<file path="src/rtl/onehot_pulse_decoder_pkg.sv">
// Shared definitions for the one-hot pulse decoder and its companion encoder.
//   CODE_W / LINES : code width and number of one-hot lines
//   CNT_W          : width of the pulse/gap down-counter
//   state_e        : decoder FSM states
//   code_to_onehot : MSB-index mapping, code k -> bit k of a [0:LINES-1] vector
package onehot_pulse_decoder_pkg;

  localparam int CODE_W = 3;
  localparam int LINES  = 8;
  localparam int CNT_W  = 8;

  typedef enum logic [1:0] {
    IDLE  = 2'd0,
    PULSE = 2'd1,
    GAP   = 2'd2
  } state_e;

  // Index 0 is the MSB on both sides: code 0 -> 8'b10000000, code 7 -> 8'b00000001.
  function automatic logic [0:LINES-1] code_to_onehot(input logic [0:CODE_W-1] code);
    logic [0:LINES-1] y;
    y       = '0;
    y[code] = 1'b1;
    return y;
  endfunction

endpackage

</file>
<file path="src/rtl/onehot_pulse_decoder_if.sv">
// Code-link bundle between a code source (master) and the pulse decoder (slave).
//   en         : block enable, driven by master
//   code_in    : 3-bit code, bit 0 is the MSB
//   code_valid : code_in is valid this cycle
//   code_ready : decoder can accept a code this cycle
//   y          : one-hot strobe output, index 0 is the MSB
//   y_valid    : y is non-zero
//   busy       : decoder is in PULSE or GAP
interface onehot_pulse_decoder_if;
  import onehot_pulse_decoder_pkg::*;

  logic              en;
  logic [0:CODE_W-1] code_in;
  logic              code_valid;
  logic              code_ready;
  logic [0:LINES-1]  y;
  logic              y_valid;
  logic              busy;

  modport master (
    output en, code_in, code_valid,
    input  code_ready, y, y_valid, busy
  );

  modport slave (
    input  en, code_in, code_valid,
    output code_ready, y, y_valid, busy
  );
endinterface

</file>
<file path="src/rtl/onehot_dec_comb.sv">
// Purely combinational 3-to-8 decode using the [0:7] MSB-index convention.
//   code_i : code to decode, bit 0 is the MSB
//   y_o    : one-hot result, code k sets y_o[k]
module onehot_dec_comb
  import onehot_pulse_decoder_pkg::*;
(
  input  logic [0:CODE_W-1] code_i,
  output logic [0:LINES-1]  y_o
);

  assign y_o = code_to_onehot(code_i);

endmodule

</file>
<file path="src/rtl/onehot_pulse_decoder.sv">
// Sequential 3-to-8 decoder: accepts a code over valid/ready, drives the
// matching one-hot line for PULSE_LEN cycles, then holds GAP_LEN idle cycles.
//   clk : rising-edge clock
//   rst : asynchronous active-high reset
//   bus : code link (slave side) -- en, code_in, code_valid in;
//         code_ready, y, y_valid, busy out
// Parameters: PULSE_LEN 1..255, GAP_LEN 0..255.
module onehot_pulse_decoder
  import onehot_pulse_decoder_pkg::*;
#(
  parameter int unsigned PULSE_LEN = 4,
  parameter int unsigned GAP_LEN   = 1
) (
  input  logic                  clk,
  input  logic                  rst,
  onehot_pulse_decoder_if.slave bus
);

  localparam logic [CNT_W-1:0] PULSE_INIT = CNT_W'(PULSE_LEN - 1);
  localparam logic [CNT_W-1:0] GAP_INIT   = (GAP_LEN > 0) ? CNT_W'(GAP_LEN - 1) : '0;

  state_e           state_q, state_d;
  logic [CNT_W-1:0] cnt_q, cnt_d;
  logic [0:LINES-1] y_q, y_d;
  logic [0:LINES-1] dec_y;
  logic             accept;

  onehot_dec_comb u_dec (
    .code_i (bus.code_in),
    .y_o    (dec_y)
  );

  // Gated by rst so the link sees "not ready" while the block is held in reset.
  assign bus.code_ready = bus.en && !rst && (state_q == IDLE);
  assign accept         = bus.code_valid && bus.code_ready;

  // NOTE: every variable is given its current value first so no path through
  // the case statement leaves it unassigned and infers a latch.
  always_comb begin
    state_d = state_q;
    cnt_d   = cnt_q;
    y_d     = y_q;

    if (!bus.en) begin
      // Abort: the interrupted pulse is dropped, not resumed.
      state_d = IDLE;
      cnt_d   = '0;
      y_d     = '0;
    end else begin
      unique case (state_q)
        IDLE: begin
          if (accept) begin
            // The decoded code is captured here, so later code_in changes are ignored.
            state_d = PULSE;
            cnt_d   = PULSE_INIT;
            y_d     = dec_y;
          end
        end
        PULSE: begin
          if (cnt_q == '0) begin
            y_d = '0;
            if (GAP_LEN > 0) begin
              state_d = GAP;
              cnt_d   = GAP_INIT;
            end else begin
              state_d = IDLE;
              cnt_d   = '0;
            end
          end else begin
            cnt_d = cnt_q - 1'b1;
          end
        end
        GAP: begin
          if (cnt_q == '0) begin
            state_d = IDLE;
          end else begin
            cnt_d = cnt_q - 1'b1;
          end
        end
        default: begin
          state_d = IDLE;
          cnt_d   = '0;
          y_d     = '0;
        end
      endcase
    end
  end

  // NOTE: state is updated with non-blocking assignments so every flop samples
  // the pre-edge values; the asynchronous reset clears y without waiting for clk.
  always_ff @(posedge clk or posedge rst) begin
    if (rst) begin
      state_q <= IDLE;
      cnt_q   <= '0;
      y_q     <= '0;
    end else begin
      state_q <= state_d;
      cnt_q   <= cnt_d;
      y_q     <= y_d;
    end
  end

  assign bus.y       = y_q;
  assign bus.y_valid = |y_q;
  assign bus.busy    = (state_q != IDLE);

endmodule
</file>
<file path="src/flat_wrapper.sv">
// flat-port wrapper written by rule: the top's interface ports become plain ports
module onehot_pulse_decoder_flat import onehot_pulse_decoder_pkg::*;
#(
  parameter int unsigned PULSE_LEN = 4,
  parameter int unsigned GAP_LEN   = 1
)
  (clk, rst, bus_en, bus_code_in, bus_code_valid, bus_code_ready, bus_y, bus_y_valid, bus_busy);
  onehot_pulse_decoder_if bus_i ();
  input  logic clk;
  input  logic rst;
  input wire logic [$bits(bus_i.en)-1:0] bus_en;
  input wire logic [$bits(bus_i.code_in)-1:0] bus_code_in;
  input wire logic [$bits(bus_i.code_valid)-1:0] bus_code_valid;
  output wire logic [$bits(bus_i.code_ready)-1:0] bus_code_ready;
  output wire logic [$bits(bus_i.y)-1:0] bus_y;
  output wire logic [$bits(bus_i.y_valid)-1:0] bus_y_valid;
  output wire logic [$bits(bus_i.busy)-1:0] bus_busy;
  assign bus_i.en = bus_en;
  assign bus_i.code_in = bus_code_in;
  assign bus_i.code_valid = bus_code_valid;
  assign bus_code_ready = bus_i.code_ready;
  assign bus_y = bus_i.y;
  assign bus_y_valid = bus_i.y_valid;
  assign bus_busy = bus_i.busy;
  onehot_pulse_decoder #(.PULSE_LEN(PULSE_LEN), .GAP_LEN(GAP_LEN)) u_core (.clk(clk), .rst(rst), .bus(bus_i));
endmodule
</file>
<file path="config.mk">
export PLATFORM = sky130hd
export DESIGN_NAME = onehot_pulse_decoder_flat
export DESIGN_NICKNAME = d
export VERILOG_FILES = /design/src/rtl/onehot_pulse_decoder_pkg.sv /design/src/rtl/onehot_pulse_decoder_if.sv /design/src/rtl/onehot_dec_comb.sv /design/src/rtl/onehot_pulse_decoder.sv /design/src/flat_wrapper.sv
export SDC_FILE = /design/constraint.sdc
export NUM_CORES = 1
export LEC_CHECK = 0
export ABC_AREA = 1
export BUFFER_PORTS_ARGS = -buffer_cell sky130_fd_sc_hd__buf_4
export CELL_PAD_IN_SITES_DETAIL_PLACEMENT = 1
export CELL_PAD_IN_SITES_GLOBAL_PLACEMENT = 1
export CORE_MARGIN = 5
export CORE_UTILIZATION = 40
export DETAILED_ROUTE_END_ITERATION = 12
export MAX_ROUTING_LAYER = met4
export PLACE_DENSITY = 0.75
export SETUP_SLACK_MARGIN = 0.2
export SYNTH_ARGS = -nofsm -noshare
export SYNTH_HDL_FRONTEND = slang
export SYNTH_SLANG_ARGS = --single-unit
export TNS_END_PERCENT = 10
</file>
<file path="constraint.sdc">
create_clock -name clk -period 2.1 [get_ports clk]
set_input_delay 0.42 -clock clk [delete_from_list [all_inputs] [get_ports clk]]
set_output_delay 0.42 -clock clk [all_outputs]
set_load 0.02 [all_outputs]
</file>
==> results.txt <==
----------------------------------------------------
[Layout]
  Post-synthesis to final-layout area growth ... 18.4%
  Util after Layout ... 48.8%
  Fraction of final layout cells sized beyond drive strength 1 ... 32.1%
  Total number of nets in the final design ... 174
  Final-layout fill cell count ... 346
  Non-Filler Instances ... 196
  Number of diodes ... 0

[Logic synthesis]
  Largest area contributor in the netlist ... sky130_fd_sc_hd__dfrtp_1
  Fraction of synthesis flops using an asynchronous set or reset pin ... 100%
  Mean instance size in the synthesized netlist ... roughly 7.8 um^2
  Share of the synthesized area in the top cell type ... 40.0%
  Part of the Yosys area used for sequential elements ... 40.0%
  Cell count after synthesis ... 144
  Most numerous cell types in the synthesized netlist ... sky130_fd_sc_hd__nand2_1 (32), sky130_fd_sc_hd__dfrtp_1 (18), sky130_fd_sc_hd__nor2_1 (18)
  Synthesized net count ... 152
  Post-synth cell types ... 21
  Dominant synthesized flop cell ... sky130_fd_sc_hd__dfrtp_1
  Synthesized flop and latch total ... 18
  Number of flops mapped to enable cells by yosys ... 0
  Leading post-synthesis cells by cell area ... sky130_fd_sc_hd__dfrtp_1 (40%), sky130_fd_sc_hd__nand2_1 (11%), sky130_fd_sc_hd__nand4_1 (7.2%)
  Yosys warns ... 0
  Netlist area before placement ... 1130 um^2
  Library cell with the highest instance count after synthesis ... sky130_fd_sc_hd__nand2_1

[Clock network]
  Clock sinks ... 18
  Cts bufs inserted ... 3
  CTS tree ... done
  Clk_lat worst skew ... 0.29 ns
  Number of buffers inserted to repair setup after CTS ... 0
  Root buffer cell ... sky130_fd_sc_hd__clkbuf_4
  H-tree depth reported by CTS ... 1
  Clock slew at reported path FFs ... approximately 0.11 ns
  Clock Path Buffers ... 2

[Setup path]
  Data required time of the worst path ... roughly 1.7 ns
  Max Fanout on Critical Path ... 3
  Setup crit start kind ... flip-flop
  Crit Path Class ... reg -> out
  Arrival time at the worst endpoint ... 1.35 ns
  Worst Setup End Kind ... output port

[Die]
  Chip Width ... 63.1 um
  Effective utilization at floorplan ... about two fifths
  DIE AREA ... 3980 um^2
  Floorplan Core Area ... ~2700 um^2
  Std cell rows ... 19
  I/O pin total ... 18
  Die Y-Extent ... between 60 and 70 um

[Power]
  Worst-case vdd ir drop ... ~0.85 mV
  Clock network fraction of design power ... 12.3%
  Cell area power density ... 1330 nW/um^2
  Switching power share of the total ... 49.3%
  Leakage Power ... 0.696 nW
  Logic gate share of total power ... 57.4%
  Relative contribution of sequential cells to total power ... a little under a third
  P_sw ... around 0.87 mW
  Power after layout ... 1.77 mW
  Cell-internal power ... 0.899 mW

[Route]
  Post-detailed-route DRC marker count ... 0
  Violation count after the first detailed-routing iteration ... 27
  Antenna violation net count after detailed routing ... 0
  Final routed wirelength across all metal layers ... ~2.8 mm
  Detailed-route wire length per cell ... about 15 um
  Post-DR vias/cell ... 5.35
  Number of vias after detailed routing ... 1048
  Number of detailed-routing iterations run before antenna repair ... 4

[Placement]
  Final HPWL DP ... 2.18 mm
  Cell total after placement ... 191
  GPL Wtd Cong ... 0.801
  Placement Setup Slack ... 0.309 ns
  Number of port buffers ... 17

[STA]
  Final Max Tran Viols ... 0
  Final setup slack of the worst path ... 0.332 ns
  Number of hold violations in the final report ... 0
  Fin crit share ... 84.2%
  Clock period minus worst slack ... between 1.5 and 2 ns
  Post-route setup TNS ... 0 ns
  Worst slew pin tran ... 0.345 ns
  Highest clock frequency the design can meet ... between 500 and 600 MHz
  Max-slew headroom ... 76.8%
  Setup-failing EPs final ... 0
  Worst Clk Skew ... 0.00424 ns
  RSZ-0062 raised after global routing ... no

[Global routing]
  Pin count of the biggest net entering global routing ... 22
  Global-route wire length before repair ... 4.91 mm
  Vias in the first global route ... 1075
  Antenna violations before repair ... 0
  Global routing usage summed across all routing layers ... 15.8%
  GRT overflow ... 0

[Outcome]
  Result of the run ... finished clean

[Job]
  Maximum capacitance violations ... 0

[Min path]
  HP Class ... in -> async

----------------------------------------------------
==> final timing paths <==
| check | start | to | slack [ns] | cells past startpoint |
|---|---|---|---|---|
| max | u_core.bus.y[5]$_DFFE_PP0P_ | bus_y_valid | 0.33 | 3 |
| min | rst | u_core.bus.y[7]$_DFFE_PP0P_ | 0.17 | 3 |
| max reg2reg | u_core.cnt_q[0]$_DFFE_PP0P_ | u_core.cnt_q[2]$_DFFE_PP0P_ | 0.39 | 9 |
| min reg2reg | u_core.bus.y[6]$_DFFE_PP0P_ | u_core.bus.y[6]$_DFFE_PP0P_ | 0.53 | 2 |
| max in group asynchronous | rst | u_core.cnt_q[3]$_DFFE_PP0P_ | 1.73 | 3 |
| min in group clk | bus_code_valid | u_core.state_q[0]$_DFFE_PP0P_ | 0.33 | 3 |
==> metal layers <==
metal  track usage [%]  vias up  part of all wire (%)
met5                 -        -                     0
met4              5.57        0                  0.84
met1              19.4      509                    46
met3              3.20        4                   3.6
met2              25.5       20                    50
li1                  -      515                     -
==> kinds of logic after synthesis <==
group,after synthesis,share of synthesized area [%]
fa+ha+maj,1,1.11
flops,18,40.0
compound gates,14,8.89
simple gates,90,41.4
buf+inv,21,8.56
==> per-stage QoR <==
stage,hold slack (ns),instance area [um^2]
after floorplan,0.367,1130
after detailed placement,0.504,1280
final,0.167,1330
after CTS,0.171,1310
after global placement,0.493,1280
after global routing,0.169,1330
==> repair_timing <==
item                                    CTS  global route
endpoints found under the setup margin    0            13
hold buffers                              0             0
gates resized for setup                   0             1
==> placed cells by master (no fill, tap or decap) <==
cell / netlist / final
sky130_fd_sc_hd__a21oi_1: 3 / 3
sky130_fd_sc_hd__o21ai_2: 8 / 8
sky130_fd_sc_hd__nor2_1: 18 / 18
sky130_fd_sc_hd__inv_2: 5 / 5
sky130_fd_sc_hd__nor4_1: 2 / 2
sky130_fd_sc_hd__nand3_2: 2 / 2
sky130_fd_sc_hd__clkbuf_4: 0 / 3
sky130_fd_sc_hd__nand2_2: 10 / 10
sky130_fd_sc_hd__nand3_1: 8 / 8
sky130_fd_sc_hd__nand2_1: 32 / 32
sky130_fd_sc_hd__nor3_1: 1 / 1
sky130_fd_sc_hd__inv_4: 1 / 1
sky130_fd_sc_hd__buf_4: 0 / 18
sky130_fd_sc_hd__clkbuf_8: 0 / 1
sky130_fd_sc_hd__nand4_1: 13 / 13
sky130_fd_sc_hd__nor2_2: 1 / 1
sky130_fd_sc_hd__nor2_4: 1 / 1
sky130_fd_sc_hd__nand3b_4: 1 / 2
sky130_fd_sc_hd__nand2_8: 1 / 1
sky130_fd_sc_hd__inv_1: 13 / 13
sky130_fd_sc_hd__dfrtp_1: 18 / 18
sky130_fd_sc_hd__o21ai_0: 3 / 3
sky130_fd_sc_hd__ha_1: 1 / 1
==> sequential cells by signal (all words and copies together), names as in the netlist <==
name,flops
u_core.bus.y,8
u_core.state_q,2
u_core.cnt_q,8
==> power by group through the flow <==
stage | Sequential (mW) | Clock, mW | Combinational [mW]
3_3_place_gp | 0.539 | 0 | 0.963
4_1_cts | 0.538 | 0.227 | 1.01
2_1_floorplan | 0.539 | 0 | 0.779
3_5_place_dp | 0.546 | 0 | 0.995
6_report | 0.537 | 0.218 | 1.02
5_1_grt | 0.552 | 0.251 | 1.14
==> worst max-delay path: stages, from the launching register on <==
cell	delay (ns)
sky130_fd_sc_hd__dfrtp_1	0.42
sky130_fd_sc_hd__nor4_1	0.37
sky130_fd_sc_hd__nand2_1	0.09
sky130_fd_sc_hd__buf_4	0.16
==> area by class of cell <==
| class | count | area [um^2] | share of cell area [%] |
|---|---|---|---|
| multi-input combinational | 106 | 599 | 44.9 |
| sequential | 18 | 450 | 33.8 |
| timing repair buffer | 18 | 135 | 10.1 |
| inverter | 19 | 73.8 | 5.53 |
| tap | 31 | 38.8 | 2.91 |
| clock buffer | 4 | 36.3 | 2.72 |
Power figures use the tool's default switching activity.
